$ cat src/rtl/i2c_ld_access_sched.sv
// Shares the laser-driver I2C command path between JTAG and a periodic DAQ/TRG readback refresher
// that keeps an XOR signature per device. Define I2C_SCHED_WDOG_EN to enable the parser watchdog.
module i2c_ld_access_sched #(
  parameter int          PER_W   = 16,
  parameter int          N_RD    = 7,
  parameter logic [7:0]  DAQ_CMD = 8'h7A,
  parameter logic [7:0]  TRG_CMD = 8'h7C,
  parameter logic [23:0] TMO_CYC = 24'd400000
) (
  input  logic             CLK40,
  input  logic             rst_fifo,
  input  logic             TICK,
  input  logic             REFRESH_ENA,
  input  logic [PER_W-1:0] REFRESH_PERIOD,
  input  logic             JTAG_REQ,
  input  logic [7:0]       JTAG_WDATA,
  input  logic             JTAG_WE,
  input  logic             JTAG_START,
  input  logic             JTAG_RDENA,
  input  logic             PRS_DONE,
  input  logic             RBK_EMPTY,
  input  logic [7:0]       RBK_DATA,
  output logic             JTAG_GNT,
  output logic [7:0]       WFF_DATA,
  output logic             WFF_WE,
  output logic             PRS_START,
  output logic             RBK_RDENA,
  output logic             PRS_RESET,
  output logic [7:0]       DAQ_SIG,
  output logic [7:0]       TRG_SIG,
  output logic             SIG_VLD,
  output logic             SIG_CHG,
  output logic             TMO_ERR,
  output logic             BUSY
);
  localparam int            CW     = $clog2(N_RD + 1);
  localparam logic [CW-1:0] N_RD_C = CW'(N_RD);

  typedef enum logic [3:0] {
    S_IDLE, S_JTAG, S_R_CMD, S_R_ADDR, S_R_START, S_R_WAIT, S_R_DRAIN, S_R_NEXT, S_R_REC
  } state_t;

  state_t           state_q;
  logic             dev_q;
  logic [PER_W-1:0] tick_cnt_q;
  logic             pend_q;
  logic [CW-1:0]    iss_q;
  logic [CW-1:0]    acc_cnt_q;
  logic             rd_q;
  logic [7:0]       acc_q;
  logic [7:0]       daq_sig_q;
  logic [7:0]       trg_sig_q;
  logic             sig_vld_q;
  logic             sig_chg_q;
  logic             tmo_err_q;

  logic tick_run, tick_wrap, ref_take, drain_rd, acc_last, tmo_hit;

  assign tick_run  = REFRESH_ENA && (REFRESH_PERIOD != '0);
  assign tick_wrap = tick_run && TICK && (tick_cnt_q == REFRESH_PERIOD - PER_W'(1));
  assign ref_take  = (state_q == S_IDLE) && !JTAG_REQ && pend_q;
  assign drain_rd  = (state_q == S_R_DRAIN) && !RBK_EMPTY && (iss_q < N_RD_C);
  assign acc_last  = rd_q && (acc_cnt_q == N_RD_C - CW'(1));

  // A period that elapses while a refresh runs stays queued; a new wrap wins over the take.
  always_ff @(posedge CLK40 or posedge rst_fifo) begin
    if (rst_fifo) begin
      tick_cnt_q <= '0;
      pend_q     <= 1'b0;
    end else begin
      if (!tick_run)
        tick_cnt_q <= '0;
      else if (TICK)
        tick_cnt_q <= tick_wrap ? '0 : tick_cnt_q + PER_W'(1);
      if (tick_wrap)
        pend_q <= 1'b1;
      else if (ref_take)
        pend_q <= 1'b0;
    end
  end

`ifdef I2C_SCHED_WDOG_EN
  logic [23:0] wdog_q;
  logic        wdog_run;

  assign wdog_run = ((state_q == S_R_WAIT) && !PRS_DONE) || (state_q == S_R_DRAIN);
  assign tmo_hit  = ((state_q == S_R_WAIT) || (state_q == S_R_DRAIN)) &&
                    (wdog_q == TMO_CYC - 24'd1);

  always_ff @(posedge CLK40 or posedge rst_fifo) begin
    if (rst_fifo)
      wdog_q <= '0;
    else
      wdog_q <= wdog_run ? wdog_q + 24'd1 : '0;
  end
`else
  // No watchdog: the timeout can never fire, so R_REC is unreachable.
  assign tmo_hit = (TMO_CYC == 24'd0) & 1'b0;
`endif

  always_ff @(posedge CLK40 or posedge rst_fifo) begin
    if (rst_fifo) begin
      state_q   <= S_IDLE;
      dev_q     <= 1'b0;
      iss_q     <= '0;
      acc_cnt_q <= '0;
      rd_q      <= 1'b0;
      acc_q     <= '0;
      daq_sig_q <= '0;
      trg_sig_q <= '0;
      sig_vld_q <= 1'b0;
      sig_chg_q <= 1'b0;
      tmo_err_q <= 1'b0;
    end else begin
      rd_q <= drain_rd;
      case (state_q)
        S_IDLE: begin
          if (JTAG_REQ)
            state_q <= S_JTAG;
          else if (pend_q) begin
            state_q <= S_R_CMD;
            dev_q   <= 1'b0;
          end
        end
        S_JTAG:    if (!JTAG_REQ) state_q <= S_IDLE;
        S_R_CMD:   state_q <= S_R_ADDR;
        S_R_ADDR:  state_q <= S_R_START;
        S_R_START: state_q <= S_R_WAIT;
        S_R_WAIT: begin
          if (PRS_DONE) begin
            state_q   <= S_R_DRAIN;
            iss_q     <= '0;
            acc_cnt_q <= '0;
            acc_q     <= '0;
          end else if (tmo_hit)
            state_q <= S_R_REC;
        end
        S_R_DRAIN: begin
          if (drain_rd)
            iss_q <= iss_q + CW'(1);
          // FIFO dout is valid the cycle after the read strobe.
          if (rd_q) begin
            acc_q     <= acc_q ^ RBK_DATA;
            acc_cnt_q <= acc_cnt_q + CW'(1);
          end
          if (acc_last)
            state_q <= S_R_NEXT;
          else if (tmo_hit)
            state_q <= S_R_REC;
        end
        S_R_NEXT: begin
          if (!dev_q) begin
            daq_sig_q <= acc_q;
            if (sig_vld_q && (acc_q != daq_sig_q)) sig_chg_q <= 1'b1;
            dev_q   <= 1'b1;
            state_q <= S_R_CMD;
          end else begin
            trg_sig_q <= acc_q;
            if (sig_vld_q && (acc_q != trg_sig_q)) sig_chg_q <= 1'b1;
            sig_vld_q <= 1'b1;
            state_q   <= S_IDLE;
          end
        end
        S_R_REC: begin
          tmo_err_q <= 1'b1;
          state_q   <= S_IDLE;
        end
        default: state_q <= S_IDLE;
      endcase
    end
  end

  always_comb begin
    WFF_DATA  = 8'h00;
    WFF_WE    = 1'b0;
    PRS_START = 1'b0;
    RBK_RDENA = 1'b0;
    case (state_q)
      S_JTAG: begin
        WFF_DATA  = JTAG_WDATA;
        WFF_WE    = JTAG_WE;
        PRS_START = JTAG_START;
        RBK_RDENA = JTAG_RDENA;
      end
      S_R_CMD: begin
        WFF_WE   = 1'b1;
        WFF_DATA = dev_q ? TRG_CMD : DAQ_CMD;
      end
      S_R_ADDR:  WFF_WE    = 1'b1;
      S_R_START: PRS_START = 1'b1;
      S_R_DRAIN: RBK_RDENA = drain_rd;
      default: ;
    endcase
  end

  assign JTAG_GNT  = (state_q == S_JTAG);
  assign BUSY      = (state_q != S_IDLE);
  assign PRS_RESET = (state_q == S_R_REC);
  assign TMO_ERR   = tmo_err_q;
  assign DAQ_SIG   = daq_sig_q;
  assign TRG_SIG   = trg_sig_q;
  assign SIG_VLD   = sig_vld_q;
  assign SIG_CHG   = sig_chg_q;

endmodule

$ cat config.mk
export PLATFORM = sky130hd
export DESIGN_NAME = i2c_ld_access_sched
export DESIGN_NICKNAME = d
export VERILOG_FILES = /design/src/rtl/i2c_ld_access_sched.sv
export SDC_FILE = /design/constraint.sdc
export NUM_CORES = 1
export LEC_CHECK = 0
export ABC_AREA = 1
export ABC_CLOCK_PERIOD_IN_PS = 1650
export CORE_ASPECT_RATIO = 0.9
export CORE_MARGIN = 4
export CORE_UTILIZATION = 48
export DETAILED_ROUTE_END_ITERATION = 10
export PLACE_DENSITY = 0.78
export SETUP_SLACK_MARGIN = 0.05
export SKIP_CTS_REPAIR_TIMING = 1
export SYNTH_ARGS = -nofsm -noshare
export SYNTH_HDL_FRONTEND = slang
export SYNTH_SLANG_ARGS = --single-unit
$ cat constraint.sdc
create_clock -name CLK40 -period 1.65 [get_ports CLK40]
set_input_delay 0.165 -clock CLK40 [delete_from_list [all_inputs] [get_ports CLK40]]
set_output_delay 0.165 -clock CLK40 [all_outputs]
set_load 0.01 [all_outputs]
== Yosys cells after proc, flatten, opt, wreduce, memory -nomap -nowiden ==
Cells that the tools add are included.
Cells by class
  add/sub/neg operators: 4
  $lt $le $gt $ge: 1
  multiplexer cells: 31
  reductions and logical operators: 27
  equal/unequal tests: 22
  bitwise logic cells: 2
Operators with widths (number)
  2-to-1 mux 16 bit: 3
  one-hot mux 4 bit (8 select lines): 1
  one-hot mux 8 bit (2 select lines): 2
  2-to-1 mux 4 bit: 5
  adder 16 x 1 -> 16 bit (second input constant): 1
  equality test 16 bit: 1
  equality test 4 x 3 -> 1 bit (second input constant): 4
  2-to-1 mux 8 bit: 2
  != test 2 bit (second input constant): 8
  != test 8 bit: 2
  nonzero test 16 bit: 1
  subtractor 16 x 1 -> 16 bit (second input constant): 1
  2-to-1 mux 3 bit: 4
  one-hot mux 3 bit (2 select lines): 2
  AND reduction 3 bit: 4
  logical AND 1 bit: 10
  equality test 4 x 2 -> 1 bit (second input constant): 2
  one-hot mux 1 bit (2 select lines): 4
  nonzero test 2 bit: 4
  XOR 8 bit: 1
  2-to-1 mux 1 bit: 7
  adder 3 x 1 -> 3 bit (second input constant): 2
  equality test 4 x 1 -> 1 bit (second input constant): 1
  equality test 4 bit (second input constant): 1
  12 further kinds: 14
Storage, ports and cells
  logic and storage cells: 100
  bits in registers: 56
  input port bits: 42
  output and inout bits: 33

== Depth between registers and ports, before layout ==
  depth after elaboration: 7
  depth in mapped cells: 16
  depth with buffers taken out: 15

== Least setup slack after synthesis ==
No wires, ideal clock.
  kind: in2reg
  start point: input REFRESH_PERIOD[0]
  end point: register tick_cnt_q[13]
  path slack: 0.005 ns
  arrival time: 1.529 ns
  stages on the path: 14
  required time: 1.533 ns
  buffers on the path: 1
  setup time: 0.117 ns
  cells stage by stage: inv_1 -> ha_1 -> nand2_2 -> nor2_4 -> nand2_1 -> nand3_1 -> inv_1 -> nor2_1 -> nand2_1 -> nor2_4 -> nand3_4 -> buf_6 -> nand2_1 -> nand2_1
Between the ends
  cells in the longest elaborated chain, start to end: 7
  elaborated cells on any way between the ends: 10
  classes of those cells: add/sub: 1; eq/ne: 2; mux: 3; reduce/logical: 4
Ends and longest elaborated chain
  from (decl): line 14  | input logic [PER_W-1:0] REFRESH_PERIOD,
  parallel branches: the longest is 7 deep, another holds subtractor 16 x 1 -> 16 bit
  to (signal assigned): line 74  | tick_cnt_q <= tick_wrap ? '0 : tick_cnt_q + PER_W'(1);
  to (decl): line 45  | logic [PER_W-1:0] tick_cnt_q;
Several ways; the timed one is not identified. The select of a mux whose other input is x is not followed.
A chain may end at the register's enable or synchronous reset.

== Worst setup path in the final report ==
  start point: register tick_cnt_q[0]
  end point: register tick_cnt_q[9]
Between the ends
  cells in the longest elaborated chain, start to end: 5
  elaborated cells on any way between the ends: 6
  classes of those cells: add/sub: 1; eq/ne: 1; mux: 3; reduce/logical: 1
Ends and longest elaborated chain
  parallel branches: the longest is 2 deep, another holds adder 16 x 1 -> 16 bit
  2-to-1 mux 16 bit (*): line 74
  2-to-1 mux 16 bit (*): line 73  | else if (TICK)
  2-to-1 mux 16 bit (*): line 71  | if (!tick_run)
Every way passes the cells marked *. The select of a mux whose other input is x is not followed.

==> reports/results.ini <==
[outcome]
status = finished, violations left
failed_checks = setup timing

[synthesis]
syn_area_per_cell_um2 = 6.49
syn_area_mm2 = 0.00384
yosysTopAreaCellShare = 0.351
synthFlopType = dfrtp_1
ys_seq_area_frac = 0.351
synth_edf_count = 0
syn_inst = 592
synth_area_leaders = dfrtp_1, nand2_1, inv_1, nor2_1, o21ai_0
ys_types = 37
yosysWarnings = 0
synthArstFlopShare = 1.00
synth_top_area_cell = dfrtp_1
synth-seq-cells = 54

[setup_path]
crit_required_ns = 1.87
max_stage_delay_ns = 0.44
crit_path_start_kind = flip-flop
cp_slowest_cell = dfrtp_1
r2r_end = tick_cnt_q[9]
worstPathMaxFanout = 8
cp_common_cell = nand2_1
timing.reg2reg.setup_slack_ns = -0.19
crit_type = reg -> reg
worstPathCellList = buf_6, xor2_1, nand2_1, nor2_2, nand2_1, nor2_1, nand2_1, nor2_4, nand3_4, nand2_1, nand2_1
r2r_start = tick_cnt_q[0]
cp-end-kind = flip-flop
rr_worst_depth = 11
arrival_ns = 2.06

[final_layout]
multi_input_area_mm2 = 0.00253
stdcell_count = 855
syn2layout_area_growth_pct = 54.0
register_area_mm2 = 0.00135
fin_nets = 806
layout-drive-gt1-share = 0.292
design_area_mm2 = 0.00592
nFillCells = 510
final_core_util = 0.773
antenna_cells = 0

[floorplanning]
die_area_mm2 = 0.00951
placementRows = 30
dieHeight_um = 92.9
die_w_um = 102
start_util = 0.502
ios = 75
core_mm2 = 0.00766

[routing]
routedWlPerCell_um = 15.2
drc_errors = 0
wirelength_mm = 13.0
vias_per_cell = 5.40
drt_first_iter_violations = 348
vias = 4618
ant_nets = 0
first_pass_iters = 5

[sta]
setup_violations = 53
finalCritPeriodShare = 1.12
rsz0062_at_grt = true
skew_ns = 0.00752
worst_slack_ns = -0.191
fin_hold_ws_ns = 0.235
min_period_ns = 1.84
finalHoldViolCount = 0
fmax_mhz = 543
slew_violations = 0

[global_route]
grt_max_degree = 55
gr-total-overflow = 0
grt_use_total = 0.233
use_met3 = 0.0407
grt_pass1_vias = 3929
antenna_found_initial = 0
gr-usage-met2 = 0.383
grt.busiest_layer = met2
grt_pass1_wl_mm = 17.9
grt.met1_usage = 0.323

[pwr]
vdd_drop_max_uv = 750
p_total_mw = 5.79
leakagePower_nw = 2.99
power_density_mw_per_mm2 = 979

[clock_network]
cts_sinks = 54
clock_path_buffers = 2
root_buffer = clkbuf_8
cts.clk_slew.worst_paths_ns = 0.12
clock_latency_ns = 0.33
cts_tree = yes
cts_made_buffers = 5
cts_max_level = 2

[placed_design]
place_inst = 824
place.gp.congestion = 0.886
hpwl_mm = 8.40
dpl_cell_area_mm2 = 0.00521
placement.io_buffers = 72

[hold_path]
min_path_type = in -> async

[run]
maxCapViolations = 0

## where the power goes
part           total, mW  switching (mW)  internal, mW
combinational       3.07            1.60          1.47
clock              0.834           0.515         0.319
sequential          1.89           0.301          1.59
total               5.79            2.41          3.38
## final cells by class
type                       count  area share
clock buffer                   5      0.0116
clock inverter                 3     0.00486
inverter                      76      0.0490
multi-input combinational    453       0.427
sequential                    54       0.229
tap                           96      0.0203
timing repair buffer         168       0.259
## cells by family after synthesis
| logic type | Yosys count | share of synthesized area |
|---|---|---|
| compound gates | 69 | 0.100 |
| flops | 54 | 0.351 |
| buf+inv | 87 | 0.0901 |
| simple gates | 358 | 0.399 |
| fa+ha+maj | 6 | 0.0195 |
| other cells | 1 | 0.000975 |
| xor+xnor | 17 | 0.0387 |
## how the worst max path moves through the flow
| stage | depth (start not counted) | slack, ns | start | to |
|---|---|---|---|---|
| after global routing | 11 | -0.28 | tick_cnt_q[0] | tick_cnt_q[2] |
| after floorplan | 12 | 0.07 | tick_cnt_q[0] | tick_cnt_q[14] |
| after global placement | 13 | -0.53 | REFRESH_PERIOD[1] | tick_cnt_q[12] |
| final | 11 | -0.19 | tick_cnt_q[0] | tick_cnt_q[9] |
| after detailed placement | 13 | -0.68 | REFRESH_PERIOD[1] | tick_cnt_q[15] |
| after CTS | 4 | -0.51 | state_q[0] | WFF_DATA[1] |
## cell usage in the layout (no fill, tap or decap), types with 6 or more instances in the layout
cell type          n
inv_1             61
inv_2             13
buf_4             76
a21oi_1           16
nor2_2            15
o21ai_2            7
xor2_1            12
nor2_4            18
nor2_1            45
o21ai_0           23
nor3_1             7
nand2_4           12
clkdlybuf4s50_1   51
buf_2              8
nand3_1           24
nand4_1            7
or2_2              6
nand2_2           17
dlymetal6s2s_1    10
nand2_1          188
dfrtp_1           52
buf_6             20
## cell usage after synthesis (all sizes together), types with 2 or more instances
cell,count
nand2,217
nor2,78
inv,76
dfrtp,54
o21ai,35
nand3,29
a21oi,20
xor2,13
nor3,8
buf,7
nand4,7
ha,6
or2,6
nand3b,5
clkbuf,4
xnor2,4
and3,3
nor4,3
a31oi,2
nor3b,2
o2111ai,2
o21a,2
o21bai,2
o31ai,2
## stage by stage
stage	setup TNS (ns)	worst slack, ns
6_report	-3.99	-0.191
5_1_grt	-7.56	-0.282
4_1_cts	-10.26	-0.511
3_5_place_dp	-11.59	-0.678
2_1_floorplan	0	0.0673
3_3_place_gp	-8.98	-0.534
## critical path: cells and delay by family (launching register included)
family | cells | cell delay, ns
and+or+nand+nor | 9 | 1.04
DFF | 1 | 0.44
buffers and inverters | 1 | 0.14
xor gates and xnor gates | 1 | 0.12
## per-layer routing
metal,vias up,wire [um]
met2,226,6520
met4,0,359
met1,2157,5140
li1,2195,-
met3,40,1010
met5,-,0
## sequential cells by signal, indices dropped and copies added, names as in the netlist
name and count:
SIG_VLD 1, SIG_CHG 1, pend_q 1, dev_q 1, rd_q 1, state_q 3
tick_cnt_q 16, DAQ_SIG 8, acc_q 8, iss_q 3, TRG_SIG 8, acc_cnt_q 3
Power figures use the tool's default switching activity.
